File: src/rtl/counter_updn_pkg.sv
// ============================================================================
//  counter_updn_pkg : step encoding shared by the up/down modulo counter
//  Revision: 1.0
// ============================================================================
`default_nettype none

package counter_updn_pkg;

    // What the counter does on a given clock edge, in decreasing priority.
    typedef enum logic [2:0] {
        STEP_HOLD = 3'd0,
        STEP_CLR  = 3'd1,
        STEP_LOAD = 3'd2,
        STEP_INC  = 3'd3,
        STEP_DEC  = 3'd4
    } step_e;

    function automatic step_e select_step(input logic clr, input logic load,
                                          input logic en,  input logic up);
        if (clr)       return STEP_CLR;
        else if (load) return STEP_LOAD;
        else if (en)   return up ? STEP_INC : STEP_DEC;
        else           return STEP_HOLD;
    endfunction

endpackage

`default_nettype wire

File: src/rtl/counter_updn.sv
// ============================================================================
//  counter_updn : up/down counter with load, programmable modulo, wrap or
//                 saturate at the bounds, and registered ovf/unf pulses
//  Revision: 1.0
// ============================================================================
`default_nettype none

module counter_updn
    import counter_updn_pkg::*;
#(
    parameter int CNTR_WIDTH = 8,
    parameter int CNTR_MAX   = 2**CNTR_WIDTH - 1,
    parameter int SATURATE   = 0
) (
    input  logic                  clk,
    input  logic                  rst_n,
    input  logic                  clr,
    input  logic                  en,
    input  logic                  up,
    input  logic                  load,
    input  logic [CNTR_WIDTH-1:0] load_val,
    output logic [CNTR_WIDTH-1:0] cnt,
    output logic                  at_max,
    output logic                  at_zero,
    output logic                  ovf,
    output logic                  unf
);

    localparam logic [CNTR_WIDTH-1:0] MAX_C  = CNTR_WIDTH'(CNTR_MAX);
    localparam logic [CNTR_WIDTH-1:0] ONE_C  = CNTR_WIDTH'(1);
    localparam logic [CNTR_WIDTH-1:0] ZERO_C = '0;
    localparam logic                  SAT_C  = (SATURATE != 0);

    logic [CNTR_WIDTH-1:0] cnt_q, cnt_d;
    logic                  ovf_q, ovf_d;
    logic                  unf_q, unf_d;
    step_e                 step;

    assign step = select_step(clr, load, en, up);

    // Bound steps never form cnt+1 / cnt-1, so no value outside 0..MAX is built.
    always_comb begin
        cnt_d = cnt_q;
        ovf_d = 1'b0;
        unf_d = 1'b0;
        case (step)
            STEP_CLR:  cnt_d = ZERO_C;
            STEP_LOAD: cnt_d = (load_val > MAX_C) ? MAX_C : load_val;
            STEP_INC: begin
                if (cnt_q == MAX_C) begin
                    ovf_d = 1'b1;
                    cnt_d = SAT_C ? MAX_C : ZERO_C;
                end else begin
                    cnt_d = cnt_q + ONE_C;
                end
            end
            STEP_DEC: begin
                if (cnt_q == ZERO_C) begin
                    unf_d = 1'b1;
                    cnt_d = SAT_C ? ZERO_C : MAX_C;
                end else begin
                    cnt_d = cnt_q - ONE_C;
                end
            end
            default: cnt_d = cnt_q;
        endcase
    end

    always_ff @(posedge clk or negedge rst_n) begin
        if (!rst_n) begin
            cnt_q <= ZERO_C;
            ovf_q <= 1'b0;
            unf_q <= 1'b0;
        end else begin
            cnt_q <= cnt_d;
            ovf_q <= ovf_d;
            unf_q <= unf_d;
        end
    end

    assign cnt     = cnt_q;
    assign ovf     = ovf_q;
    assign unf     = unf_q;
    assign at_max  = (cnt_q == MAX_C);
    assign at_zero = (cnt_q == ZERO_C);

endmodule

`default_nettype wire

File: config.mk
export PLATFORM = sky130hd
export DESIGN_NAME = counter_updn
export DESIGN_NICKNAME = d
export VERILOG_FILES = /design/src/rtl/counter_updn_pkg.sv /design/src/rtl/counter_updn.sv
export SDC_FILE = /design/constraint.sdc
export NUM_CORES = 1
export LEC_CHECK = 0
export CORE_MARGIN = 2
export CORE_UTILIZATION = 48
export CTS_BUF_LIST = sky130_fd_sc_hd__clkbuf_8
export CTS_CLUSTER_DIAMETER = 100
export DETAILED_ROUTE_END_ITERATION = 6
export GPL_TIMING_DRIVEN = 0
export HOLD_SLACK_MARGIN = 0.12
export PLACE_DENSITY = 0.82
export SLEW_MARGIN = 20
export SYNTH_ARGS = -nofsm -noshare
export SYNTH_HDL_FRONTEND = slang
export SYNTH_SLANG_ARGS = --single-unit
File: constraint.sdc
create_clock -name clk -period 2.15 [get_ports clk]
set_input_delay 0.3225 -clock clk [delete_from_list [all_inputs] [get_ports clk]]
set_output_delay 0.3225 -clock clk [all_outputs]
set_load 0.03 [all_outputs]
# Word-level counts from Yosys, hierarchy flattened
# Cells that the tools add are included.
[classes]
add_sub_neg = 2
n_lt_le_gt_ge = 1
n_eq_ne = 5
muxes = 12
n_reduce_logical = 2
[ops]
columns = ["operator", "n"]
rows = [
  ["$pmux 8 s4", 1],
  ["$mux 8", 3],
  ["$mux 3", 4],
  ["$add 8x1->8 const B", 1],
  ["$eq 8x8->1 const B", 1],
  ["$gt 8x8->1 const B", 1],
  ["$logic_not 8->1", 1],
  ["$sub 8x1->8 const B", 1],
  ["$eq 3x2->1 const B", 2],
  ["$mux 1", 4],
  ["$reduce_bool 4->1", 1],
  ["$eq 3x1->1 const B", 1],
  ["$eq 3x3->1 const B", 1],
]
[word_totals]
ff_bits = 10
inputBits = 14
output_inout_bits = 12

# Depth between registers and ports, before layout
# Gate-level depths: netlist of the first run.
[logic_depth]
word_depth = 6
ltp_mapped = 7
depth_no_buf = 7

# Worst setup path after synthesis of the first run
# No wires, ideal clock.
[synth_path]
kind = "flip-flop to output port"
from = "reg cnt_q[0] (netlist: cnt[0])"
to = "out at_zero"
arrival_time_ns = 1.697
required_ns = 1.827
slack_ns = 0.130
path_stages_with_launch = 6
cell_sequence = "dfrtp_1 -> inv_1 -> ha_1 -> or4b_4 -> or2_4 -> inv_2"
[synth_via]
elab_chain_len = 1
[synth_rtl]
columns = ["item", "line_no", "rtl"]
rows = [
  ["start: declaration", "counter_updn.sv:34", "logic [CNTR_WIDTH-1:0] cnt_q, cnt_d;"],
  ["start signal: assignment", "counter_updn.sv:75", "cnt_q <= cnt_d;"],
  ["$logic_not 8->1", "counter_updn.sv:85", "assign at_zero = (cnt_q == ZERO_C);"],
  ["end: declaration", "counter_updn.sv:24", "output logic at_zero,"],
]
# No other way between the ends.

# Worst setup path after layout of the first run
[layout_path]
from = "reg cnt_q[1] (netlist: cnt[1])"
to = "out at_zero"
# The elaborated chain is that of the path after synthesis.

==> key figures, run 1 <==
Outcome
  • Status: finished, final reports clean

Place
  • DP HPWL: 1680 µm
  • IO Port Bufs: 24
  • Setup WS pre-CTS: -402 ps
  • Final weighted congestion in routability-driven placement: 0.911

Timing
  • Worst rel slew slack: 67.5%
  • Final hold vios: 0
  • Setup_tns: 0 ps
  • Worst-margin pin slew: 486 ps
  • Final Max Tran Viols: 0
  • Min Hold Slack: 416 ps
  • Final min period: 2120 ps
  • Setup violations, final: 0
  • Final worst-path cycle share: 98.5%
  • RSZ-0062 raised after global routing: true
  • Final Skew: 1.03 ps
  • Fmax: 472 MHz
  • Post-route setup slack: 33.3 ps

Synth
  • Net Count, Synth: 111
  • Synth async-reset ratio: 100%
  • Post-synth cell types: 45
  • Ys flop type: dfrtp_1
  • Post-Syn Area per Cell: 9.12 µm²
  • Ys Warns: 0
  • Synth Instances: 94
  • Sequential area share after synthesis: 29.2%
  • Cell Area, Synth: 857 µm²
  • Number of enable flip-flop cells after synthesis: 0
  • FF+latch count, synth: 10

Floorplanning
  • Core footprint: 1710 µm²
  • Num ports: 26
  • Die X: 46.3 µm
  • Die area: 2140 µm²
  • Die H: 46.3 µm
  • Initial core utilization: 50.2%
  • Rows: 15

CTS
  • Clk slew on worst S/H paths: 50 ps
  • H-tree depth: 1
  • CTS root buf: clkbuf_8
  • Number of hold buffers added after CTS: 0
  • Skew-Pair Late Insertion Delay: 240 ps
  • Num CTS Buffers: 3
  • Clk sinks: 10
  • CTS tree: done
  • Clock Path Buffers: 2

Hold path
  • Hold/Removal Path Class: input pin to asynchronous set/reset pin

Cells and area
  • P&R area growth vs syn: 44.8%
  • Fillcell total: 125
  • Most common cell after layout, fill and taps aside: clkdlybuf4s50_1
  • Ant diodes: 0
  • Share of layout cells above drive strength 1: 25.2%
  • Post-Route Utilization: 72.7%
  • NumNets Final: 145
  • Commonest non-fill, non-tap cells in the layout: clkdlybuf4s50_1 (22), dfrtp_1 (9), nor2_1 (7), buf_4 (6)

Power and ir drop
  • Clock network fraction of total power: 31.8%
  • Maximum VDD drop: 0.459 mV
  • Combinational Power Share: 38.6%
  • Switch Pwr: 0.000239 W
  • Sw frac: 32.0%
  • Static leakage: 0.511 nW
  • Sequential share of power: 29.6%
  • PD cells: 601 nW/µm²
  • Design Power: 0.000747 W
  • P_int: 0.000508 W

Setup path
  • Critical path fanouts, max: 4
  • Crit. End Element: primary output
  • CP Data Arrival Time: 1790 ps
  • Critical path type: flop to primary output
  • Startpoint Class: flop
  • Required time of the critical path: 1830 ps

Flow run
  • Max-cap violations: 0

Detailed routing
  • Vias: 907
  • Vias per cell: 5.97
  • Final ANT Viol Nets: 0
  • Total Wirelength: 2340 µm
  • Initial DRC count: 24
  • First drt pass iteration count: 4
  • DRC Markers: 0
  • Drt wl/cell: 15.4 µm

Global routing
  • Gr usage total: 25.3%
  • Grt ovf: 0
  • Initial antenna violation count: 0
  • Vias in the first global route: 820
  • Pin count of the biggest net entering global routing: 11
  • Global-route wire length before repair: 3680 µm
flip-flops by register name (all words and copies together) (netlist names):
name and cells:
ovf 1, cnt 8, unf 1
layout make-up:
| cell class | instances | area, µm² | area share, % |
|---|---|---|---|
| multi-input cells | 73 | 559 | 45.1 |
| flip-flops and latches | 10 | 251 | 20.3 |
| repair buffers | 30 | 285 | 23.0 |
| well taps | 25 | 31.3 | 2.52 |
| inverters | 4 | 15.0 | 1.21 |
| clock buffers | 4 | 55.1 | 4.44 |
| plain buffers | 6 | 43.8 | 3.53 |
stage by stage:
stage                     cells  cell area, µm²
after floorplan              94             857
final                       152            1240
after global routing        152            1240
after detailed placement    143            1130
after global placement      143            1130
after CTS                   151            1220
repair_timing:
item | CTS | global route
resized for setup | 11 | 4
buffers inserted | 5 | 1
pin swaps | 1 | 1
setup endpoints to repair | 2 | 1
final timing paths:
kind | startpoint | endpoint | slack, ps | cells after the start
worst max register to register | cnt[1]$_DFFE_PN0P_ | cnt[7]$_DFFE_PN0P_ | 220 | 7
min in group clk | en | unf$_DFF_PN0_ | 650 | 3
worst max-delay path | cnt[1]$_DFFE_PN0P_ | at_zero | 30 | 6
worst min-delay path | rst_n | cnt[0]$_DFFE_PN0P_ | 420 | 1
max in group asynchronous | rst_n | cnt[1]$_DFFE_PN0P_ | 1380 | 1
worst min register to register | cnt[2]$_DFFE_PN0P_ | ovf$_DFF_PN0_ | 750 | 2
kinds of logic (layout without fill, tap and decap cells):
| kind of cell | count (synthesis) | count (layout) | share of synthesized area, % |
|---|---|---|---|
| simple gates | 33 | 33 | 24.5 |
| compound gates | 29 | 29 | 26.3 |
| buf+inv | 11 | 44 | 7.01 |
| flops | 10 | 10 | 29.2 |
| xor+xnor | 6 | 6 | 6.13 |
| fa+ha+maj | 3 | 3 | 4.38 |
| mux | 2 | 2 | 2.48 |
routing by layer:
metal	GRT usage (%)	wire length [µm]	vias to the layer above
met4	12.0	74	0
li1	-	-	421
met3	3.53	85	11
met1	29.8	971	440
met5	0	0	-
met2	44.4	1210	35
power groups by stage:
stage	Combinational, W	Sequential, W	Clock, W
floorplan	0.000148	0.000244	0
global placement	0.000257	0.000221	0
detailed placement	0.000262	0.000222	0
CTS	0.000278	0.000221	0.000239
global route	0.000309	0.000223	0.000257
finish	0.000288	0.000221	0.000238
worst max-delay path: stages (launching register included):
cell and delay [ps]:
dfrtp_2 430, inv_2 90, ha_4 120, or4b_4 460, or2_4 270, inv_2 60
buf_6 120
synthesized netlist by cell type (2+ instances only):
master | count | area, µm²
xor2_1 | 4 | 35.0
o31a_1 | 2 | 17.5
nand3_1 | 3 | 15.0
nor3_1 | 3 | 15.0
nor2b_1 | 2 | 12.5
dfrtp_1 | 10 | 250
or3_1 | 2 | 12.5
inv_1 | 3 | 11.3
nor3b_1 | 2 | 15.0
a22oi_1 | 2 | 15.0
nor2_1 | 7 | 26.3
a21oi_1 | 4 | 20.0
clkbuf_1 | 5 | 18.8
a2111oi_2 | 2 | 30.0
ha_1 | 3 | 37.5
o221ai_1 | 3 | 26.3
xnor2_1 | 2 | 17.5
o21bai_1 | 2 | 15.0
or2_2 | 2 | 12.5
o21ai_0 | 2 | 10.0
o21ai_1 | 4 | 20.0
nand2_1 | 2 | 7.51
Power figures use the tool's default switching activity.
==> inputs of run 2 (changes only) <==
--- a/config.mk
+++ b/config.mk
@@ -13,6 +13,7 @@
 export GPL_TIMING_DRIVEN = 0
 export HOLD_SLACK_MARGIN = 0.12
 export PLACE_DENSITY = 0.82
+export SKIP_CTS_REPAIR_TIMING = 1
 export SLEW_MARGIN = 20
 export SYNTH_ARGS = -nofsm -noshare
 export SYNTH_HDL_FRONTEND = slang
==> key figures, run 2 (synthesis gave the netlist of run 1 again) <==
Outcome
  • Status: finished, violations left
  • Failing checks: setup timing

CTS
  • Skew-Pair Late Insertion Delay: 240 ps (about the same)
  • H-tree depth: 1 (unchanged)
  • Num CTS Buffers: 3 (unchanged)
  • CTS root buf: clkbuf_8
  • Clk sinks: 10 (unchanged)
  • Clock Path Buffers: 2 (unchanged)
  • CTS tree: done
  • Clk slew on worst S/H paths: 50 ps (about the same)

Setup path
  • Required time of the critical path: 1830 ps (about the same)
  • R2R Setup Slk: 200 ps (-20 ps)
  • Critical path type: flop to primary output
  • Crit. End Element: primary output
  • Reg-to-Reg Start: cnt[0]$_DFFE_PN0P_
  • Critical path fanouts, max: 5 (+1)
  • CP Data Arrival Time: 1840 ps (+50 ps)
  • R2R depth: 7 (unchanged)
  • Startpoint Class: flop
  • Critical R2R Capture: cnt[7]$_DFFE_PN0P_
  • CP endpoint: at_zero
  • CP Launch Point: cnt[0]$_DFFE_PN0P_

Detailed routing
  • DRC Markers: 0 (unchanged)
  • Final ANT Viol Nets: 0 (unchanged)
  • Vias per cell: 6.07 (+1.8%)
  • Initial DRC count: 18 (-25%)
  • First drt pass iteration count: 4 (unchanged)
  • Total Wirelength: 2360 µm (+0.98%)
  • Drt wl/cell: 15.8 µm (+3.0%)
  • Vias: 905 (-0.22%)

Floorplanning
  • Die X: 46.3 µm (unchanged)
  • Die area: 2140 µm² (unchanged)
  • Initial core utilization: 50.2% (unchanged)
  • Die H: 46.3 µm (unchanged)
  • Rows: 15 (unchanged)
  • Core footprint: 1710 µm² (unchanged)
  • Num ports: 26 (unchanged)

Global routing
  • Vias in the first global route: 781 (-4.8%)
  • Initial antenna violation count: 0 (unchanged)
  • Routing usage on met3: 3.53% (unchanged)
  • Met1 Track Usage GR: 31.2% (+1.4 points)
  • Pin count of the biggest net entering global routing: 11 (unchanged)
  • GR peak layer: met2
  • Met2 usage: 40.6% (-3.9 points)
  • Grt ovf: 0 (unchanged)
  • Global-route wire length before repair: 3600 µm (-2.3%)
  • Gr usage total: 24.6% (-0.66 points)

Hold path
  • Hold/Removal Path Class: input pin to asynchronous set/reset pin

Cells and area
  • NumNets Final: 142 (-2.1%)
  • Ant diodes: 0 (unchanged)
  • Finished Cell Area: 1230 µm² (-1.2%)
  • Most common cell after layout, fill and taps aside: clkdlybuf4s50_1
  • FF/Latch Area: 253 µm² (+0.50%)
  • Largest register FFs: 8 (unchanged)
  • Fillcell total: 132 (+5.6%)
  • Share of layout cells above drive strength 1: 24.2% (-1.0 points)
  • P&R area growth vs syn: 43.1%
  • Area of the multi-input gates: 559 µm² (unchanged)
  • Commonest non-fill, non-tap cells in the layout: clkdlybuf4s50_1 (22), dfrtp_1 (8), nor2_1 (7)
  • Post-Route Utilization: 71.8% (-0.88 points)

Place
  • Setup WS pre-CTS: -402 ps (unchanged)
  • Placed Area: 1130 µm² (unchanged)
  • Final weighted congestion in routability-driven placement: 0.911 (unchanged)
  • IO Port Bufs: 24 (unchanged)
  • DP HPWL: 1680 µm (unchanged)

Power and ir drop
  • Switch Pwr: 0.000238 W (-0.40%)
  • PD cells: 603 nW/µm² (+0.18%)
  • Design Power: 0.000739 W (-1.0%)
  • Static leakage: 0.511 nW (about the same)
  • Maximum VDD drop: 0.457 mV (-0.35%)
  • Combinational Power Share: 37.5% (-1.1 points)
  • Sequential share of power: 30.3% (+0.7 points)
  • Sw frac: 32.2% (+0.20 points)
  • P_int: 0.000501 W (-1.3%)
  • Clock network fraction of total power: 32.1% (+0.3 points)

Timing
  • Worst rel slew slack: 66.1% (-1.4 points)
  • Final Skew: 1.62 ps (+0.594 ps)
  • Final worst-path cycle share: 101% (+2.2 points)
  • Min Hold Slack: 426 ps (+9.34 ps)
  • Post-route setup slack: -13.2 ps (-46.5 ps)
  • Final Max Tran Viols: 0 (unchanged)
  • Final min period: 2160 ps (+46.5 ps)
  • Setup violations, final: 1 (+1)
  • Final hold vios: 0 (unchanged)
  • RSZ-0062 raised after global routing: true
  • Worst-margin pin slew: 507 ps (+20.9 ps)
  • Fmax: 462 MHz (-2.1%)

Flow run
  • Max-cap violations: 0 (unchanged)
==> run 2: changes by cell type in the layout (fill, tap and decap cells not counted), sizes merged <==
cell | previous run | this run
buf | 9 | 6
dlygate4sd2 | 1 | 0
dlymetal6s2s | 0 | 1
==> run 2: cell type report <==
type / instances / share of cell area [%]
plain buffers: 6 / 3.57
clock buffers: 4 / 4.49
inverters: 4 / 1.43
multi-input cells: 73 / 45.6
flip-flops and latches: 10 / 20.6
well taps: 25 / 2.55
repair buffers: 27 / 21.7
==> run 2: per-stage QoR <==
step	setup TNS, ps	instances
floorplan	0	94
global placement	-389	143
detailed placement	-402	143
CTS	-867	147
global route	-60.4	149
finish	-13.2	149
==> run 2: routing by layer <==
layer / vias up / routed length, µm
met5: - / 0
met4: 0 / 78
met3: 13 / 163
met2: 53 / 1130
met1: 426 / 992
li1: 413 / -
==> run 2: how the worst min path moves through the flow <==
| stage | to | slack [ps] | from |
|---|---|---|---|
| after floorplan | cnt[0]$_DFFE_PN0P_ | 30 | rst_n |
| after global placement | cnt[0]$_DFFE_PN0P_ | 670 | rst_n |
| after detailed placement | cnt[1]$_DFFE_PN0P_ | 680 | rst_n |
| after CTS | cnt[1]$_DFFE_PN0P_ | 430 | rst_n |
| after global routing | unf$_DFF_PN0_ | 440 | rst_n |
| final | cnt[6]$_DFFE_PN0P_ | 430 | rst_n |
==> run 2: worst max-delay path, cell delays in order (launching register included) <==
cell and delay [ps]:
dfrtp_2 440, inv_2 100, ha_4 130, or4b_4 470, or2_4 280, inv_2 70
buf_6 120
==> run 2: power groups by stage <==
stage	logic (W)	clock network (W)	registers, W
4_1_cts	0.000264	0.000239	0.000219
3_5_place_dp	0.000262	0	0.000222
6_report	0.000277	0.000237	0.000224
2_1_floorplan	0.000148	0	0.000244
5_1_grt	0.000297	0.000257	0.000226
3_3_place_gp	0.000257	0	0.000221
==> variant 1, RTL diff (settings of run 2) <==
The parameter `CNTR_WIDTH` goes from 8 to 9.
--- a/src/rtl/counter_updn.sv
+++ b/src/rtl/counter_updn.sv
@@ -8,7 +8,7 @@
 module counter_updn
     import counter_updn_pkg::*;
 #(
-    parameter int CNTR_WIDTH = 8,
+    parameter int CNTR_WIDTH = 9,
     parameter int CNTR_MAX   = 2**CNTR_WIDTH - 1,
     parameter int SATURATE   = 0
 ) (
Interface: changed (resized cnt and load_val); port bits go from 26 to 28. The function was not compared with the original's and may differ.
==> variant 1 against run 2 <==
  * Worst setup slack improved by 110 ps
  * Utilization decreased by 2.3 points
  * Synthesized area increased by 12%
  * Cell area rose by 9.0%
  * Sequential cell count increased by 1
  * Total power decreased by 0.10%
  * Combinational power down 1%
  * First-iteration DRC count increased to 2.9 times the old value
  * Clock power shrank 11%
  * Wire length grew 18%
  * Register-to-register slack worse by 110 ps
  * Critical endpoint is now cnt[2]
  * Highest routed layer unchanged
==> variant 1: results <==
set metrics [dict create \
    synth_area_leaders "sky130_fd_sc_hd__dfrtp_1, sky130_fd_sc_hd__ha_1, sky130_fd_sc_hd__nand2_1" \
    synth_cell_types 39 \
    worstReg2RegEnd "cnt[2]" \
    holdWs_ps 407.4 \
    crit-reg2reg-launch "cnt[1]" \
    io_buffer_count 26 \
    dpl_cell_area_um2 1265 \
    synth_sequential_area_ratio_pct 28.76 \
    postRouteWirelength_um 2780 \
    largest_reg_flops 9 \
    hold_path_class "in2reg" \
    gp_congestion 0.8745 \
    synth_commonest_cells "sky130_fd_sc_hd__dfrtp_1, sky130_fd_sc_hd__nand2_1, sky130_fd_sc_hd__nor2_1" \
    detailedPlace.worstSlack_ps -120.6 \
    worstRegToRegCells 8 \
    critical_path_fanout_max 7 \
    vias_in_the_first_global_route 993 \
    grt_max_degree 12 \
    power.leakage_nw 0.5048 \
    finClkSkew_ps 4.237 \
    grt_pass1_wl_um 4436 \
    critical_path_arrival_ps 2220 \
    status "complete, no violations" \
    synthesis.nets 132 \
    drive_above_1_share_pct 19.44 \
    vdd_drop_max_v 0.0003610 \
    swShare_pct 36.24 \
    detail_route.vias_per_cell 6.111 \
    global_route.usage.total_pct 23.75 \
]
## variant 1: cells by family (layout without fill, tap and decap cells)
logic type | after synthesis | in the layout | synth area share [%]
AND/OR/NAND/NOR | 51 | 51 | 32.81
flip-flops | 11 | 11 | 28.76
adder cells (fa/ha/maj) | 4 | 4 | 5.229
buffers and inverters | 13 | 44 | 6.927
AO/OA/AOI/OAI | 30 | 30 | 22.61
XOR/XNOR | 4 | 4 | 3.660
## variant 1: worst max path at each step
stage                       from  endpoint  slack (ps)  depth (start not counted)
final                     cnt[1]    cnt[2]          90                          8
after global routing      cnt[5]    cnt[3]          30                          8
after CTS                 cnt[3]    at_max        -390                          6
after detailed placement  cnt[3]    at_max        -120                          6
after global placement    cnt[3]    at_max         -90                          6
after floorplan           cnt[3]    cnt[2]          20                          9
## variant 1: critical path, stage by stage (launching register included)
cell                       delay, ps
sky130_fd_sc_hd__dfrtp_1         470
sky130_fd_sc_hd__ha_1            290
sky130_fd_sc_hd__nand2_1          90
sky130_fd_sc_hd__nor2_1           60
sky130_fd_sc_hd__ha_4            180
sky130_fd_sc_hd__or4_4           530
sky130_fd_sc_hd__o221ai_2        180
sky130_fd_sc_hd__nand2_1          80
sky130_fd_sc_hd__o211ai_1         90
## variant 1: cell type report
type                            count  area [um^2]
Fill cell                         165        585.6
Buffer                              7        41.29
Clock inverter                      1        3.754
Clock buffer                        3        41.29
Multi-Input combinational cell     89        649.4
Sequential cell                    11        279.0
Tap cell                           27        33.78
Timing Repair Buffer               29        272.8
Inverter                            4        15.01
## variant 1: power by group through the flow
stage | registers [mW] | clock network [mW] | logic, mW
2_1_floorplan | 0.276 | 0 | 0.141
3_3_place_gp | 0.248 | 0 | 0.259
3_5_place_dp | 0.249 | 0 | 0.264
4_1_cts | 0.246 | 0.215 | 0.268
5_1_grt | 0.257 | 0.222 | 0.294
6_report | 0.253 | 0.212 | 0.273
## variant 1: through the flow
| step | util [%] | total power [mW] | TNS, ps | instances |
|---|---|---|---|---|
| global placement | 65.82 | 0.5075 | -86.38 | 166 |
| finish | 69.53 | 0.7381 | 0 | 171 |
| floorplan | - | 0.4164 | 0 | 113 |
| global route | 69.53 | 0.7725 | 0 | 171 |
| CTS | 68.16 | 0.7293 | -730.8 | 170 |
| detailed placement | 65.82 | 0.5133 | -180.7 | 166 |
## variant 1: per-layer routing
layer | global-route usage [%] | part of all wire, % | up-vias
li1 | - | - | 493
met1 | 30.39 | 42 | 488
met2 | 39.50 | 49 | 52
met3 | 3.704 | 5.6 | 12
met4 | 10.48 | 3.1 | 0
met5 | 0 | 0 | -
==> variant 2, RTL diff (config.mk and constraints of run 2) <==
Made on the original files. Remove the case item `STEP_INC` of the case on `step`.
--- a/src/rtl/counter_updn.sv
+++ b/src/rtl/counter_updn.sv
@@ -46,14 +46,6 @@
         case (step)
             STEP_CLR:  cnt_d = ZERO_C;
             STEP_LOAD: cnt_d = (load_val > MAX_C) ? MAX_C : load_val;
-            STEP_INC: begin
-                if (cnt_q == MAX_C) begin
-                    ovf_d = 1'b1;
-                    cnt_d = SAT_C ? MAX_C : ZERO_C;
-                end else begin
-                    cnt_d = cnt_q + ONE_C;
-                end
-            end
             STEP_DEC: begin
                 if (cnt_q == ZERO_C) begin
                     unf_d = 1'b1;
Function: changed (Yosys sat finds a counterexample within 4 cycles, from zero or initial values and one cycle with rst_n low).
==> variant 2 against run 2 <==
  * Synthesized area shrank 20%
  * Worst setup slack improved by 74 ps
  * Sequential power decreased by 5%
  * Sequential cell count decreased by 1
  * Wire length down 29%
  * Total power fell by 18%
  * Hold slack got worse by 79 ps
  * Cell area shrank 19%
  * Critical path type unchanged
  * Largest cell class unchanged
==> variant 2: results <==
set metrics [dict create \
    nets 116 \
    worst_slew_margin_rel_pct 60.40 \
    synth_warnings 0 \
    grt_max_degree 10 \
    grt_pass1_wl_um 2898 \
    critical_path_fanout_max 6 \
    drtIter0Drc 5 \
    dpl_cell_area_um2 938.4 \
    vdd_drop_max_v 0.0004523 \
    synthArstFlopShare_pct 100.0 \
    postRouteWirelength_um 1676 \
    io_buffer_count 23 \
    critical_path_arrival_ps 1770 \
    synth_commonest_cells "sky130_fd_sc_hd__dfrtp_1, sky130_fd_sc_hd__nor2_1, sky130_fd_sc_hd__inv_1" \
    synth_sequential_area_ratio_pct 32.67 \
    antenna_found_initial 0 \
    synth_cell_types 35 \
    number_of_buffers_created_by_cts 3 \
    hold_path_class "in2reg" \
    synth_area_leaders "sky130_fd_sc_hd__dfrtp_1, sky130_fd_sc_hd__ha_1, sky130_fd_sc_hd__a41oi_2" \
    clk_latency_ps 240 \
    worst_path_max_delay_cell "sky130_fd_sc_hd__or4_4" \
    clk_path_buf_depth 2 \
    max_stage_delay_ps 580 \
    dp_hpwl_um 1266 \
    worstRegToRegCells 4 \
    vias_in_the_first_global_route 606 \
    finClkSkew_ps 3.371 \
    status "complete, no violations" \
    synthesis.nets 88 \
    gp_congestion 0.8074 \
    drive_above_1_share_pct 16.33 \
    detail_route.vias_per_cell 5.531 \
    htree_num_levels 1 \
    netsw_mw 0.2019 \
    global_route.usage.total_pct 22.44 \
    power.leakage_nw 0.4557 \
]
## variant 2: cell count changes after synthesis, moves of 3 or more
cell / change
sky130_fd_sc_hd__o21ai_1: -3
sky130_fd_sc_hd__clkbuf_1: -5
sky130_fd_sc_hd__o221ai_1: -3
sky130_fd_sc_hd__a21oi_1: -3
sky130_fd_sc_hd__a31oi_1: +3
## variant 2: worst reg2reg max path, delay by kind of cell, from the launching register on
family,cells,cell delay (ps)
AND/OR/NAND/NOR,3,1040
AO/OA/AOI/OAI,1,170
flip-flops,1,440
## variant 2: layout make-up
class / instances / area [um^2]
plain buffers: 3 / 30.03
clock buffers: 3 / 41.29
clock inverters: 1 / 3.754
fillers: 107 / 329.1
inverters: 5 / 18.77
multi-input cells: 54 / 415.4
flip-flops and latches: 9 / 226.5
well taps: 15 / 18.77
repair buffers: 23 / 234.0
## variant 2: stage by stage
stage / total power, mW / setup WS (ps) / std cells / TNS [ps] / hold WS, ps
6_report: 0.6071 / 60.82 / 113 / 0 / 346.8
5_1_grt: 0.6393 / 16.07 / 113 / 0 / 370.1
4_1_cts: 0.6082 / -531.4 / 113 / -531.4 / 348.9
3_5_place_dp: 0.4086 / -283.2 / 109 / -283.2 / 600.3
3_3_place_gp: 0.4041 / -250.5 / 109 / -250.5 / 592.9
2_1_floorplan: 0.3283 / 92.76 / 71 / 0 / 26.91
## variant 2: power groups by stage
stage          combinational [mW]  sequential (mW)  clock (mW)
2_1_floorplan              0.0918            0.236           0
3_3_place_gp                0.192            0.212           0
3_5_place_dp                0.196            0.213           0
4_1_cts                     0.196            0.211       0.201
5_1_grt                     0.211            0.215       0.214
6_report                    0.195            0.212       0.200
## variant 2: worst paths after layout
kind / start / to / slack (ps)
worst min-delay path: load / cnt[1] / 350
max in group asynchronous: rst_n / cnt[4] / 1420
worst max register to register: cnt[4] / cnt[3] / 410
worst max-delay path: cnt[4] / at_zero / 60
worst min register to register: cnt[4] / cnt[4] / 630
min in group asynchronous: rst_n / cnt[6] / 400
## variant 2: cells by family after synthesis
logic type	count (synthesis)	synth area share, %
AO/OA/AOI/OAI	14	16.88
XOR/XNOR	5	6.353
adder cells (fa/ha/maj)	3	5.445
buffers and inverters	8	7.079
flip-flops	9	32.67
multiplexers	2	2.904
other	1	0.5439
AND/OR/NAND/NOR	29	28.13
## variant 2: metal layers
metal	GRT usage [%]	vias to the layer above	wire [um]
li1	-	309	-
met1	29.19	284	730
met2	32.19	26	786
met3	8.261	6	119
met4	11.61	0	39
met5	0	-	0
